`config.mk`:
```
export PLATFORM = sky130hd
export DESIGN_NAME = time_setter_flat
export DESIGN_NICKNAME = d
export VERILOG_FILES = /design/src/rtl/time_setter_if.sv /design/src/rtl/time_setter.sv /design/src/flat_wrapper.sv
export SDC_FILE = /design/constraint.sdc
export NUM_CORES = 1
export LEC_CHECK = 0
export ABC_CLOCK_PERIOD_IN_PS = 7000
export CAP_MARGIN = 40
export CORE_MARGIN = 4
export CORE_UTILIZATION = 30
export CTS_CLUSTER_SIZE = 28
export DETAILED_ROUTE_END_ITERATION = 12
export DONT_BUFFER_PORTS = 1
export PLACE_DENSITY = 0.51
export SLEW_MARGIN = 20
export SYNTH_ARGS = -nofsm -noshare
export SYNTH_HDL_FRONTEND = slang
export SYNTH_SLANG_ARGS = --single-unit
```
`constraint.sdc`:
```
create_clock -name clock -period 7 [get_ports clock]
set_input_delay 1.4 -clock clock [delete_from_list [all_inputs] [get_ports clock]]
set_output_delay 1.4 -clock clock [all_outputs]
set_load 0.02 [all_outputs]
```
`src/rtl/time_setter_if.sv`:
```
// time_setter_if: raw buttons and busy in, BCD preset digits, cursor and commit strobe out.
interface time_setter_if;
    logic       btnSel, btnUp, btnDown, btnLoad, busy;
    logic [3:0] setHour10, setHour1, setMinute10, setMinute1, setSecond10, setSecond1;
    logic       write;
    logic [2:0] cursor;
    logic       editing;
    modport master (
        output btnSel, btnUp, btnDown, btnLoad, busy,
        input  setHour10, setHour1, setMinute10, setMinute1, setSecond10, setSecond1,
        input  write, cursor, editing
    );
    modport slave (
        input  btnSel, btnUp, btnDown, btnLoad, busy,
        output setHour10, setHour1, setMinute10, setMinute1, setSecond10, setSecond1,
        output write, cursor, editing
    );
endinterface

```
`src/rtl/time_setter.sv`:
```
// time_setter: debounced push-button editor for HH:MM:SS preset digits with a one-cycle commit strobe.
module time_setter #(
    parameter int DEBOUNCE_CNT = 20000
) (
    input logic          clock,
    input logic          reset,
    time_setter_if.slave ts
);
    localparam int CW = $clog2(DEBOUNCE_CNT + 1);
    typedef enum logic [1:0] {IDLE, EDIT, LOAD} state_t;
    state_t        st;
    logic [3:0]    raw, s1, s2, deb, press;
    logic [CW-1:0] cnt [4];
    logic [3:0]    cur, mx, nv;
    logic          ld, sel, up, dn;
    assign raw = {ts.btnLoad, ts.btnDown, ts.btnUp, ts.btnSel};
    always_ff @(posedge clock) begin
        if (reset) begin
            s1    <= '0;
            s2    <= '0;
            deb   <= '0;
            press <= '0;
            for (int i = 0; i < 4; i++) cnt[i] <= '0;
        end else begin
            s1 <= raw;
            s2 <= s1;
            for (int i = 0; i < 4; i++) begin
                press[i] <= 1'b0;
                if (s2[i] == deb[i]) cnt[i] <= '0;
                else if (cnt[i] == CW'(DEBOUNCE_CNT - 1)) begin
                    cnt[i]   <= '0;
                    deb[i]   <= s2[i];
                    press[i] <= s2[i];
                end else cnt[i] <= cnt[i] + 1'b1;
            end
        end
    end
    // one action per cycle: Load > Sel > Up > Down
    assign ld  = press[3];
    assign sel = press[0] & ~ld;
    assign up  = press[1] & ~press[0] & ~ld;
    assign dn  = press[2] & ~press[1] & ~press[0] & ~ld;
    always_comb begin
        cur = ts.cursor == 3'd0 ? ts.setHour10 : ts.cursor == 3'd1 ? ts.setHour1 :
              ts.cursor == 3'd2 ? ts.setMinute10 : ts.cursor == 3'd3 ? ts.setMinute1 :
              ts.cursor == 3'd4 ? ts.setSecond10 : ts.setSecond1;
        mx  = ts.cursor == 3'd0 ? 4'd2 : ts.cursor == 3'd1 ? (ts.setHour10 == 4'd2 ? 4'd3 : 4'd9) :
              (ts.cursor == 3'd2 || ts.cursor == 3'd4) ? 4'd5 : 4'd9;
        nv  = up ? (cur == mx ? 4'd0 : cur + 4'd1) : (cur == 4'd0 ? mx : cur - 4'd1);
    end
    always_ff @(posedge clock) begin
        if (reset) begin
            st             <= IDLE;
            ts.write       <= 1'b0;
            ts.editing     <= 1'b0;
            ts.cursor      <= '0;
            ts.setHour10   <= '0;
            ts.setHour1    <= '0;
            ts.setMinute10 <= '0;
            ts.setMinute1  <= '0;
            ts.setSecond10 <= '0;
            ts.setSecond1  <= '0;
        end else begin
            ts.write <= 1'b0;
            case (st)
                IDLE: begin
                    if (!ts.busy && ld) begin
                        st       <= LOAD;
                        ts.write <= 1'b1;
                    end else if (!ts.busy && sel) begin
                        st         <= EDIT;
                        ts.editing <= 1'b1;
                        ts.cursor  <= '0;
                    end
                end
                EDIT: begin
                    // busy aborts the edit without committing
                    if (ts.busy || ld) begin
                        st         <= ts.busy ? IDLE : LOAD;
                        ts.write   <= ~ts.busy;
                        ts.editing <= 1'b0;
                        ts.cursor  <= '0;
                    end else if (sel) ts.cursor <= ts.cursor == 3'd5 ? 3'd0 : ts.cursor + 3'd1;
                    else if (up || dn) begin
                        case (ts.cursor)
                            3'd0: begin
                                ts.setHour10 <= nv;
                                if (nv == 4'd2 && ts.setHour1 > 4'd3) ts.setHour1 <= 4'd3;
                            end
                            3'd1:    ts.setHour1    <= nv;
                            3'd2:    ts.setMinute10 <= nv;
                            3'd3:    ts.setMinute1  <= nv;
                            3'd4:    ts.setSecond10 <= nv;
                            default: ts.setSecond1  <= nv;
                        endcase
                    end
                end
                default: st <= IDLE;
            endcase
        end
    end
endmodule

```
`src/flat_wrapper.sv`:
```
// flat-port wrapper written by rule: the top's interface ports become plain ports
module time_setter_flat 
#(
    parameter int DEBOUNCE_CNT = 20000
)
  (clock, reset, ts_btnSel, ts_btnUp, ts_btnDown, ts_btnLoad, ts_busy, ts_setHour10, ts_setHour1, ts_setMinute10, ts_setMinute1, ts_setSecond10, ts_setSecond1, ts_write, ts_cursor, ts_editing);
  time_setter_if ts_i ();
  input logic clock;
  input logic reset;
  input wire logic [$bits(ts_i.btnSel)-1:0] ts_btnSel;
  input wire logic [$bits(ts_i.btnUp)-1:0] ts_btnUp;
  input wire logic [$bits(ts_i.btnDown)-1:0] ts_btnDown;
  input wire logic [$bits(ts_i.btnLoad)-1:0] ts_btnLoad;
  input wire logic [$bits(ts_i.busy)-1:0] ts_busy;
  output wire logic [$bits(ts_i.setHour10)-1:0] ts_setHour10;
  output wire logic [$bits(ts_i.setHour1)-1:0] ts_setHour1;
  output wire logic [$bits(ts_i.setMinute10)-1:0] ts_setMinute10;
  output wire logic [$bits(ts_i.setMinute1)-1:0] ts_setMinute1;
  output wire logic [$bits(ts_i.setSecond10)-1:0] ts_setSecond10;
  output wire logic [$bits(ts_i.setSecond1)-1:0] ts_setSecond1;
  output wire logic [$bits(ts_i.write)-1:0] ts_write;
  output wire logic [$bits(ts_i.cursor)-1:0] ts_cursor;
  output wire logic [$bits(ts_i.editing)-1:0] ts_editing;
  assign ts_i.btnSel = ts_btnSel;
  assign ts_i.btnUp = ts_btnUp;
  assign ts_i.btnDown = ts_btnDown;
  assign ts_i.btnLoad = ts_btnLoad;
  assign ts_i.busy = ts_busy;
  assign ts_setHour10 = ts_i.setHour10;
  assign ts_setHour1 = ts_i.setHour1;
  assign ts_setMinute10 = ts_i.setMinute10;
  assign ts_setMinute1 = ts_i.setMinute1;
  assign ts_setSecond10 = ts_i.setSecond10;
  assign ts_setSecond1 = ts_i.setSecond1;
  assign ts_write = ts_i.write;
  assign ts_cursor = ts_i.cursor;
  assign ts_editing = ts_i.editing;
  time_setter #(.DEBOUNCE_CNT(DEBOUNCE_CNT)) u_core (.clock(clock), .reset(reset), .ts(ts_i));
endmodule
```
# Word-level counts from Yosys, hierarchy flattened
# Memories as Yosys holds them, arrays and structs flattened.
# Index checks and enable logic that the tools add are counted.
# word_totals
ff_bits	47
ramBits	60
inputBits	7
output_inout_bits	29
word_cells	205
mem_count	1
# memory_table
memory	words	word_bits	rd	rd_ports_with_merged_regs	wr	line	text
u_core.cnt	4	15	4	0	4	time_setter.sv:13	logic [CW-1:0] cnt [4];
# op_classes
add_sub_neg	7
order_cmp	1
eq_ne	23
n_mux	90
bitwise	33
reduce_logical	30
# op_table
operator	n
2-to-1 mux 15 bit	12
adder 15 x 1 -> 15 bit (second input constant)	4
== test 15 bit (second input constant)	4
2-to-1 mux 4 bit	13
2-to-1 mux 1 bit	51
AND reduction 5 bit	5
2-to-1 mux 3 bit	5
inverter 1 bit	15
OR 1 bit	12
OR reduction 3 bit	4
AND reduction 2 bit	5
== test 4 x 2 -> 1 bit (second input constant)	2
2-to-1 mux 2 bit	4
one-hot mux 4 bit (2 select lines)	1
AND reduction 4 bit	2
bitwise AND 1 bit	6
== test 3 x 2 -> 1 bit (second input constant)	2
== test 3 bit (second input constant)	2
inequality test 3 x 1 -> 1 bit (second input constant)	2
one-hot mux 3 bit (2 select lines)	1
AND reduction 6 bit	1
OR reduction 5 bit	1
adder 4 x 1 -> 4 bit (second input constant)	1
== test 1 bit	4
other kinds (17)	25

# Longest topological paths before layout
# Gate-level depths: netlist (run 1).
# depth
ltp_word	13
mapped_depth	16
depth_no_buf	13

# Worst setup path before layout (run 1)
# No wires, ideal clock.
# synth_timing
kind	reg2reg
start	register u_core.ts.cursor[0]
end	register u_core.ts.setHour1[2]
setup_time_ps	144
arrival_ps	3220
required_time_ps	6856
setup_slack_ps	3636
stages_incl_launch_ff	15
n_path_buf	2
synth_period_minus_slack_ps	3364
path_cell_list	dfxtp_1 clkbuf_1 inv_1 nor2_1 ha_1 buf_2 inv_1 a2bb2oi_1 a221oi_4 ha_1 o311ai_1 and3_1 a311oi_2 nor3b_1 a211oi_1
# synth_between
elab_chain_len	13
word_cells_on_any_way	27
cone_classes	2 x add/sub; 7 x eq/ne; 12 x mux; 6 x reduce/logical
# synth_lines
element	line	text
start, declared	time_setter_if.sv:16	output write, cursor, editing
start signal, assigned	time_setter.sv:83	end else if (sel) ts.cursor <= ts.cursor == 3'd5 ? 3'd0 : ts.cursor + 3'd1;
== test 3 bit	time_setter.sv:46, time_setter.sv:48	
2-to-1 mux 4 bit	time_setter.sv:46	ts.cursor == 3'd4 ? ts.setSecond10 : ts.setSecond1;
2-to-1 mux 4 bit (2 in a row)	time_setter.sv:45	ts.cursor == 3'd2 ? ts.setMinute10 : ts.cursor == 3'd3 ? ts.setMinute1 :
2-to-1 mux 4 bit (2 in a row)	time_setter.sv:44	cur = ts.cursor == 3'd0 ? ts.setHour10 : ts.cursor == 3'd1 ? ts.setHour1 :
subtractor 4 x 1 -> 4 bit (tied with other cells)	time_setter.sv:49	nv = up ? (cur == mx ? 4'd0 : cur + 4'd1) : (cur == 4'd0 ? mx : cur - 4'd1);
2-to-1 mux 4 bit (2 in a row)	time_setter.sv:49	
== test 4 x 2 -> 1 bit	time_setter.sv:88	if (nv == 4'd2 && ts.setHour1 > 4'd3) ts.setHour1 <= 4'd3;
logical AND 1 bit	time_setter.sv:88	
inequality test 2 bit (no line)	-	
AND reduction 6 bit (no line)	-	
end signal, assigned	time_setter.sv:90	3'd1: ts.setHour1 <= nv;
end, declared	time_setter_if.sv:15	output setHour10, setHour1, setMinute10, setMinute1, setSecond10, setSecond1,
# Parallel ways exist; a longest one is shown, timed or not.
# A chain may end at the register's enable or synchronous reset.

# Worst setup path after layout (run 1)
# layout_timing
start	register u_core.ts.cursor[2]
end	register u_core.ts.setHour1[3]
# Same word-level chain as after synthesis.

==> results of run 1 <==
## path summary, 6_finish.rpt
check / to / startpoint / slack [ns]
worst min register to register: u_core.s2[0] / u_core.s1[0] / 0.44
worst max-delay path: u_core.ts.setHour1[3] / u_core.ts.cursor[2] / 2.96
worst max register to register: u_core.ts.setHour1[3] / u_core.ts.cursor[2] / 2.96
worst min-delay path: u_core.s2[0] / u_core.s1[0] / 0.44
## logic make-up after synthesis
logic type / synth area share
fa+ha+maj: 0.0175
compound gates: 0.113
xor+xnor: 0.0849
buf+inv: 0.0238
simple gates: 0.234
other cells: 0.000674
flops: 0.493
mux: 0.0335
## state kept, by name, indices dropped and copies added (netlist names)
signal / count
u_core.cnt: 60
u_core.deb: 4
u_core.press: 4
u_core.s1: 4
u_core.s2: 4
u_core.ts.setHour10: 4
u_core.ts.setHour1: 4
u_core.ts.setMinute10: 4
u_core.ts.setMinute1: 4
u_core.ts.setSecond10: 4
u_core.ts.setSecond1: 4
u_core.ts.cursor: 3
u_core.st: 2
u_core.ts.editing: 1
u_core.ts.write: 1
## power breakdown
group / internal (W) / leakage (nW) / switching [W]
clock network: 0.000288 / 0.153 / 0.000232
logic: 0.0000131 / 0.991 / 0.0000175
registers: 0.000680 / 0.999 / 0.0000157
## layout make-up
type                       instances  area share
sequential                       107       0.435
inverter                          12     0.00714
clock buffer                      10      0.0379
clock inverter                     6     0.00991
tap                              229      0.0454
multi-input combinational        481       0.462
timing repair buffer               2     0.00317
## per-layer routing
layer,vias up,part of all wire,global-route usage,wire length [microns]
met5,-,0,0,0
met4,0,0.020,0.0427,231
met3,18,0.047,0.0324,542
met2,66,0.45,0.182,5160
met1,1899,0.49,0.154,5660
li1,2069,-,-,-
## per-stage QoR
| step | power (W) | utilization | hold slack, ns | setup WS (ns) |
|---|---|---|---|---|
| after detailed placement | 0.000740 | 0.331 | 0.427 | 2.96 |
| final | 0.00125 | 0.349 | 0.441 | 2.96 |
| after floorplan | 0.000736 | - | 0.414 | 3.64 |
| after global routing | 0.00130 | 0.349 | 0.460 | 2.76 |
| after global placement | 0.000739 | 0.331 | 0.429 | 3.06 |
| after CTS | 0.00127 | 0.348 | 0.445 | 2.90 |
## cells in the mapped netlist (all sizes together) (2+ instances only)
cell type,number,area share
o21bai,2,0.0027
edfxtp,60,0.32
o21ai,14,0.013
nor4b,11,0.017
mux2,3,0.0061
a21o,3,0.0040
nand2,30,0.020
nor4,2,0.0022
and2,6,0.0067
a21oi,13,0.012
xnor2,20,0.031
nand4,17,0.019
inv,11,0.0074
and3b,2,0.0031
nor2b,9,0.010
a211oi,20,0.031
mux2i,14,0.027
nand3,25,0.022
nand2b,4,0.0045
dfxtp,47,0.17
o21a,3,0.0054
ha,7,0.016
nand3b,3,0.0040
o2bb2ai,2,0.0031
a2bb2oi,3,0.0047
nor2,118,0.080
buf,4,0.0049
and4bb,2,0.0045
or3,3,0.0034
nor4bb,2,0.0036
and3,13,0.015
a221oi,2,0.0074
xor2,34,0.053
a31oi,2,0.0022
a311oi,2,0.0043
clkbuf,16,0.011
o211ai,4,0.0063
nor3,10,0.0099
o311ai,2,0.0031
==> impl_metrics.py, run 1 <==
metrics = {
    "layout": {
        "final_cell_mix": "nor2_1 (118), edfxtp_1 (60), conb_1 (60), dfxtp_1 (47), xor2_1 (34)",
        "multi_input_area_sq_um": 2910,
        "drive_above_1_share": 0.0583,
        "area_growth_pct": 13.3,
        "layout_commonest_cell": "nor2_1",
        "regArea_sq_um": 2740,
        "num-nets-final": 627,
        "fin_cells": 847,
        "fillers": 1821,
        "design_area_sq_um": 6310,
        "n_antenna_cell": 0,
    },
    "clocking": {
        "post_cts_buffers": 0,
        "max-clock-path-buffers": 2,
        "clock-root-buffer": "clkbuf_16",
        "cts_buffers": 9,
        "cts_hold_buf": 0,
        "clkSlewWorstSetupHoldPaths_ns": 0.07,
        "htree_levels": 3,
        "cts_resized": 0,
        "cts_tree": "built",
        "clock-sinks": 107,
        "clock_latency_ns": 0.35,
    },
    "critical_path": {
        "endpoint_kind": "flip-flop",
        "start_kind": "flip-flop",
        "critPathKind": "reg2reg",
        "worst-path-buf-inv": 1,
        "path_depth": 11,
        "crit_fanout": 18,
        "cpMaxStageDelayCell": "dfxtp_1",
        "arrival_ns": 4.25,
        "max_stage_delay_ns": 0.79,
        "path_delay_family": "compound AO/OA/AOI/OAI gates",
        "crit_chain": "clkinv_1, ha_1, nor2_1, mux2i_4, a221oi_4, ha_1, o311ai_1, and3_1, a311oi_2, nor3b_1, a211oi_1",
        "path_common_cell": "ha_1",
        "rr_worst_depth": 11,
        "required_ns": 7.20,
    },
    "power": {
        "peakVddDrop_v": 0.0000884,
        "powerDensity_nw_per_um2": 197,
        "p_leak_nw": 2.14,
    },
    "floorplan": {
        "core_region_area_sq_um": 18100,
        "rows": 49,
        "die-area_sq_um": 20800,
        "io-pin-count": 36,
        "dieWidth_microns": 144,
        "start_util": 0.308,
        "die_y_microns": 144,
    },
    "detailed_routing": {
        "wl_per_cell_microns": 13.7,
        "num_vias": 4052,
        "ant_nets": 0,
        "dr.pass1.iters": 4,
        "drt-vias-per-instance": 4.78,
        "drc": 0,
        "wirelength_microns": 11600,
        "drtIter0Drc": 257,
    },
    "synthesis": {
        "synth_area_per_cell_sq_um": 9.92,
        "yosysSeqAreaShare": 0.493,
        "synth-main-ff-cell": "edfxtp_1",
        "synth-async-reset-ratio": 0,
        "syn-cell-area_sq_um": 5570,
        "synthesis.instances": 561,
        "synth-edff-count": 60,
        "yosys_warnings": 0,
        "yosys_register_bits": 107,
        "yosys.cell_types.count": 67,
    },
    "flow_run": {
        "cap_viol_max_count": 0,
    },
    "place": {
        "hpwl_microns": 8640,
        "numPortBuffers": 0,
        "gp_congestion": 0.930,
        "placed_cells": 830,
        "place_area_sq_um": 5990,
    },
    "global_routing": {
        "grt-ovfl-total": 0,
        "grt_usage": 0.116,
        "grt_start_max_net_pins": 52,
        "grt_antenna_before_repair": 0,
        "grt_pass1_vias": 3925,
        "grt_first_pass_wirelength_microns": 19400,
    },
    "worst_hold_path": {
        "hold_path_class": "reg2reg",
        "whs_path_depth": 1,
    },
    "timing": {
        "fmax_mhz": 247,
        "finalSetupViolCount": 0,
        "post-route-min-period_ns": 4.04,
        "slew_headroom": 0.465,
        "setup_tns_ns": 0,
        "hold_viol_final": 0,
        "finClkSkew_ns": 0.00928,
        "slew_viol_final": 0,
        "rsz0062_at_grt": "no",
        "worstMarginPinSlew_ns": 0.802,
        "fin_crit_sh": 0.578,
    },
    "status": {
        "status": "finished, final reports clean",
    },
}
Note: power is estimated with default switching activity, not from simulation.
==> inputs of run 2 (changes only) <==
ABC_CLOCK_PERIOD_IN_PS = 3750   (was 7000)
clock period = 3.75 ns   (was 7 ns; I/O delays follow)
==> impl_metrics.py, run 2 (synthesis results as in run 1) <==
metrics = {
    "place": {
        "numPortBuffers": 0,
        "placed_cells": 838,
        "gp_congestion": 0.923,
        "hpwl_microns": 8970,
    },
    "global_routing": {
        "grt-ovfl-total": 0,
        "grt_antenna_before_repair": 0,
        "grt_usage": 0.123,
        "grt_start_max_net_pins": 52,
        "grt_pass1_vias": 4071,
        "grt_first_pass_wirelength_microns": 20400,
    },
    "critical_path": {
        "rr_worst_depth": 12,
        "arrival_ns": 3.53,
        "r2r_start": "u_core.ts.cursor[1]",
        "reg2reg_slack_ns": 0.44,
        "required_ns": 3.96,
        "endpoint_kind": "flip-flop",
        "r2r-end": "u_core.ts.setHour1[3]",
        "crit_fanout": 6,
        "critPathKind": "reg2reg",
        "start_kind": "flip-flop",
    },
    "timing": {
        "rsz0062_at_grt": "no",
        "slew_viol_final": 0,
        "hold_viol_final": 0,
        "finClkSkew_ns": 0.0129,
        "fmax_mhz": 302,
        "fin_crit_sh": 0.883,
        "worstMarginPinSlew_ns": 0.793,
        "finalHoldWorstSlack_ns": 0.444,
        "post-route-min-period_ns": 3.31,
        "finalSetupViolCount": 0,
        "setup_tns_ns": 0,
        "slew_headroom": 0.465,
    },
    "detailed_routing": {
        "drt-vias-per-instance": 4.84,
        "dr.pass1.iters": 4,
        "wl_per_cell_microns": 14.4,
        "ant_nets": 0,
        "wirelength_microns": 12300,
        "num_vias": 4135,
        "drtIter0Drc": 247,
        "drc": 0,
    },
    "worst_hold_path": {
        "whs_path_depth": 1,
        "hp-start": "u_core.s1[3]",
        "hold_path_class": "reg2reg",
        "whs_endpoint": "u_core.s2[3]",
    },
    "layout": {
        "area_growth_pct": 13.6,
        "num-nets-final": 634,
        "top_register": "u_core.cnt",
        "largest_reg_flops": 60,
        "multi_input_area_sq_um": 2910,
        "regArea_sq_um": 2740,
        "layout_commonest_cell": "nor2_1",
        "n_antenna_cell": 0,
        "fin_cells": 854,
        "final_cell_mix": "nor2_1 (118), edfxtp_1 (60), conb_1 (60), dfxtp_1 (47), xor2_1 (34)",
        "utilization": 0.350,
        "fillers": 1851,
        "drive_above_1_share": 0.0656,
    },
    "clocking": {
        "clock-root-buffer": "clkbuf_16",
        "max-clock-path-buffers": 2,
        "cts_tree": "built",
        "cts_resized": 0,
        "htree_levels": 3,
        "clkSlewWorstSetupHoldPaths_ns": 0.07,
        "clock-sinks": 107,
        "clock_latency_ns": 0.36,
        "cts_hold_buf": 0,
        "post_cts_buffers": 0,
        "cts_buffers": 9,
    },
    "floorplan": {
        "rows": 49,
        "start_util": 0.308,
        "core_region_area_sq_um": 18100,
        "io-pin-count": 36,
        "dieWidth_microns": 144,
        "die-area_sq_um": 20800,
        "die_y_microns": 144,
    },
    "power": {
        "powerDensity_nw_per_um2": 357,
        "peakVddDrop_v": 0.000219,
        "p_leak_nw": 2.15,
        "power_w": 0.00226,
    },
    "status": {
        "status": "finished, final reports clean",
    },
    "flow_run": {
        "cap_viol_max_count": 0,
    },
}
run 2: cell types whose count changed in the layout (fill, tap and decap cells not counted):
cell | previous run | this run
buf_4 | 0 | 9
bufinv_16 | 1 | 0
buf_8 | 1 | 0
buf_2 | 1 | 0
clkbuf_8 | 1 | 0
clkinvlp_4 | 0 | 2
clkbuf_1 | 0 | 2
clkinv_2 | 3 | 1
run 2: worst max-delay path: stages, from the launching register on:
cell       delay, ns
dfxtp_1         0.52
inv_1           0.15
nor2_1          0.13
ha_1            0.23
inv_1           0.11
a2bb2oi_1       0.17
a221oi_4        0.42
ha_1            0.31
o311ai_1        0.13
and3_1          0.20
a311oi_2        0.37
nor3b_1         0.31
a211oi_1        0.12
run 2: area by class of cell:
class,instances,area share
clock buffers,11,0.0368
inverters,12,0.00712
repair buffers,9,0.0107
flip-flops and latches,107,0.434
multi-input cells,481,0.461
well taps,229,0.0453
clock inverters,5,0.00593
run 2: report_power, final:
part	switching (W)	total [W]	internal [W]
clock	0.000446	0.000902	0.000455
sequential	0.0000295	0.00130	0.00127
combinational	0.0000329	0.0000575	0.0000246
run 2: per-layer routing:
metal,GRT usage,share of wire,wire [microns]
met4,0.0378,0.0099,121
met3,0.0354,0.043,526
met1,0.160,0.47,5790
met2,0.201,0.47,5820
met5,0,0,0
run 2: metrics by stage:
step,area [sq um],setup slack (ns)
6_report,6330,0.437
5_1_grt,6330,0.172
4_1_cts,6330,0.430
3_5_place_dp,6060,0.449
3_3_place_gp,6060,0.539
2_1_floorplan,5790,0.386
run 2: how the worst max path moves through the flow:
stage	to	cells after the start	from	slack (ns)
4_1_cts	u_core.ts.setHour1[3]	12	u_core.ts.cursor[1]	0.43
3_5_place_dp	u_core.ts.setHour1[3]	12	u_core.ts.cursor[1]	0.45
2_1_floorplan	u_core.ts.setHour1[2]	14	u_core.ts.cursor[0]	0.39
5_1_grt	u_core.ts.setHour1[3]	12	u_core.ts.cursor[1]	0.17
3_3_place_gp	u_core.ts.setHour1[3]	12	u_core.ts.cursor[1]	0.54
6_report	u_core.ts.setHour1[3]	12	u_core.ts.cursor[1]	0.44
==> patch (config.mk and constraints of run 1) <==
The 3 states of `state_t` get a one-hot encoding in 3 bits.
--- a/src/rtl/time_setter.sv
+++ b/src/rtl/time_setter.sv
@@ -7,7 +7,7 @@
     time_setter_if.slave ts
 );
     localparam int CW = $clog2(DEBOUNCE_CNT + 1);
-    typedef enum logic [1:0] {IDLE, EDIT, LOAD} state_t;
+    typedef enum logic [2:0] {IDLE = 3'b001, EDIT = 3'b010, LOAD = 3'b100} state_t;
     state_t        st;
     logic [3:0]    raw, s1, s2, deb, press;
     logic [CW-1:0] cnt [4];
Function: no difference found for any inputs over 10 cycles, from zero or initial values and one cycle with reset high; not proved beyond that.
==> patch against run 1 <==
- utilization decreased by 0.15 points
- global-route usage decreased by 0.21 points
- power increased by 7.3%
- sequential cell count increased by 1
- cell area increased by 3.3%
- combinational power increased by 5%
- hold slack about the same
- first-iteration DRC count increased by 2.7%
- area after synthesis increased by 2.9%
- routed wire length increased by 2.0%
- worst setup slack got worse by 0.062 ns
- clock skew decreased by 0.0017 ns
- synthesized cell count increased by 6.4%
- critical endpoint is now u_core.ts.setHour1[0]
- highest routed layer is now met5
==> patch: results (changes against run 1) <==
stage;metric;value;unit;change
status;status;completed;;
detailed_routing;Iter 0 DRT Violations;264;;+2.7%
synth;Netlist cell types;66;;-1.5%
grt;GR Layer Usage met1;15.6;%;+0.23 points
synth;Synth area leaders;edfxtp_1 31%, dfxtp_1 17%, nor2_1 7.7%;;
critical_path;crit path max fanout;24;;+6
placement;DP Area;0.00616;mm2;+2.8%
power;Max VDD drop;0.119;mV;+35%
grt;initial antenna violation count;1;;+1
detailed_routing;Total Wirelength;11800;um;+2.0%
grt;GRT met3 Usage;2.70;%;-0.54 points
grt;number of global-route vias before repair;4001;;+1.9%
finish;most flop-heavy register;u_core.cnt;;
sta;Worst Skew;0.00763;ns;-0.00166 ns
detailed_routing;drt via density;4.83;;+0.91%
placement;DP HPWL;8650;um;+0.12%
finish;fillcell total;1912;;+5.0%
synth;top post-synthesis cells by count;118 x nor2_1, 60 x edfxtp_1, 48 x dfxtp_1, 37 x nand2_1, 33 x xor2_1;;
grt;first-pass GRT wire length;20100;um;+3.5%
finish;Finished Layout Cells;887;;+4.7%
synth;Syn Inst Count;597;;+6.4%
power;static leakage;2.24;nW;+4.6%
critical_path;CP max stage delay;0.68;ns;-0.11 ns
synth;Seq/Total Area, Yosys;48.2;%;-1.0 points
grt;largest net degree at the start of global routing;50;;-3.8%
placement;Placed Instances;871;;+4.9%
sta;Worst-Margin Slew;0.713;ns;-0.0886 ns
placement;GP Congestion;0.887;;-4.7%
finish;fraction of layout cells with a size suffix above 1;5.97;%;+0.15 points
finish;Final nets;662;;+5.6%
-- patch: cell count changes after synthesis, moves of 4 or more --
| cell | change |
|---|---|
| nand4_1 | -9 |
| a21oi_1 | +4 |
| o21ai_0 | +6 |
| nor3b_1 | +6 |
| nor3_1 | +7 |
| xnor2_1 | +4 |
| nand3_1 | +6 |
| inv_1 | +6 |
| nand2_1 | +7 |
| buf_2 | +5 |
-- patch: area by class of cell --
| class | count | area, um2 | area share [%] |
|---|---|---|---|
| multi-input combinational | 506 | 3010 | 46.1 |
| sequential | 108 | 2760 | 42.4 |
| tap | 234 | 293 | 4.49 |
| clock buffer | 9 | 225 | 3.45 |
| clock inverter | 7 | 130 | 2.00 |
| inverter | 18 | 67.6 | 1.04 |
| timing repair buffer | 5 | 32.5 | 0.499 |
-- patch: layer usage --
| layer | up-vias | routed length, um |
|---|---|---|
| met3 | 20 | 506 |
| met5 | - | 13 |
| met4 | 2 | 267 |
| met1 | 2026 | 5740 |
| li1 | 2168 | - |
| met2 | 66 | 5310 |
-- patch: path summary, 6_finish.rpt --
path,start,endpoint,slack (ns),depth (start not counted)
setup / recovery,u_core.ts.cursor[0],u_core.ts.setHour1[0],2.89,15
setup reg to reg,u_core.ts.cursor[0],u_core.ts.setHour1[0],2.89,15
hold / removal,u_core.s1[3],u_core.s2[3],0.44,1
hold reg to reg,u_core.s1[3],u_core.s2[3],0.44,1
-- patch: stage by stage --
| stage | util (%) | worst slack, ns |
|---|---|---|
| floorplan | - | 3.59 |
| CTS | 34.7 | 2.91 |
| global route | 34.7 | 2.53 |
| finish | 34.7 | 2.89 |
| global placement | 32.8 | 3.14 |
| detailed placement | 32.8 | 2.93 |
-- patch: power groups by stage --
stage / clock network (mW) / registers, mW / logic (mW)
after floorplan: 0 / 0.711 / 0.0315
after global placement: 0 / 0.715 / 0.0312
after detailed placement: 0 / 0.715 / 0.0314
after CTS: 0.626 / 0.701 / 0.0317
after global routing: 0.650 / 0.704 / 0.0378
final: 0.605 / 0.700 / 0.0320
-- patch: cells by family (layout without fill, tap and decap cells) --
| group | count (synthesis) | after routing | synth area share, % |
|---|---|---|---|
| AOI/OAI and AO/OA | 89 | 89 | 11.7 |
| xor gates and xnor gates | 57 | 57 | 8.71 |
| adders and majority gates | 7 | 7 | 1.53 |
| buffers and inverters | 42 | 39 | 3.14 |
| DFF | 108 | 108 | 48.2 |
| muxes | 18 | 18 | 3.38 |
| other | 1 | 60 | 0.0655 |
| and+or+nand+nor | 275 | 275 | 23.2 |
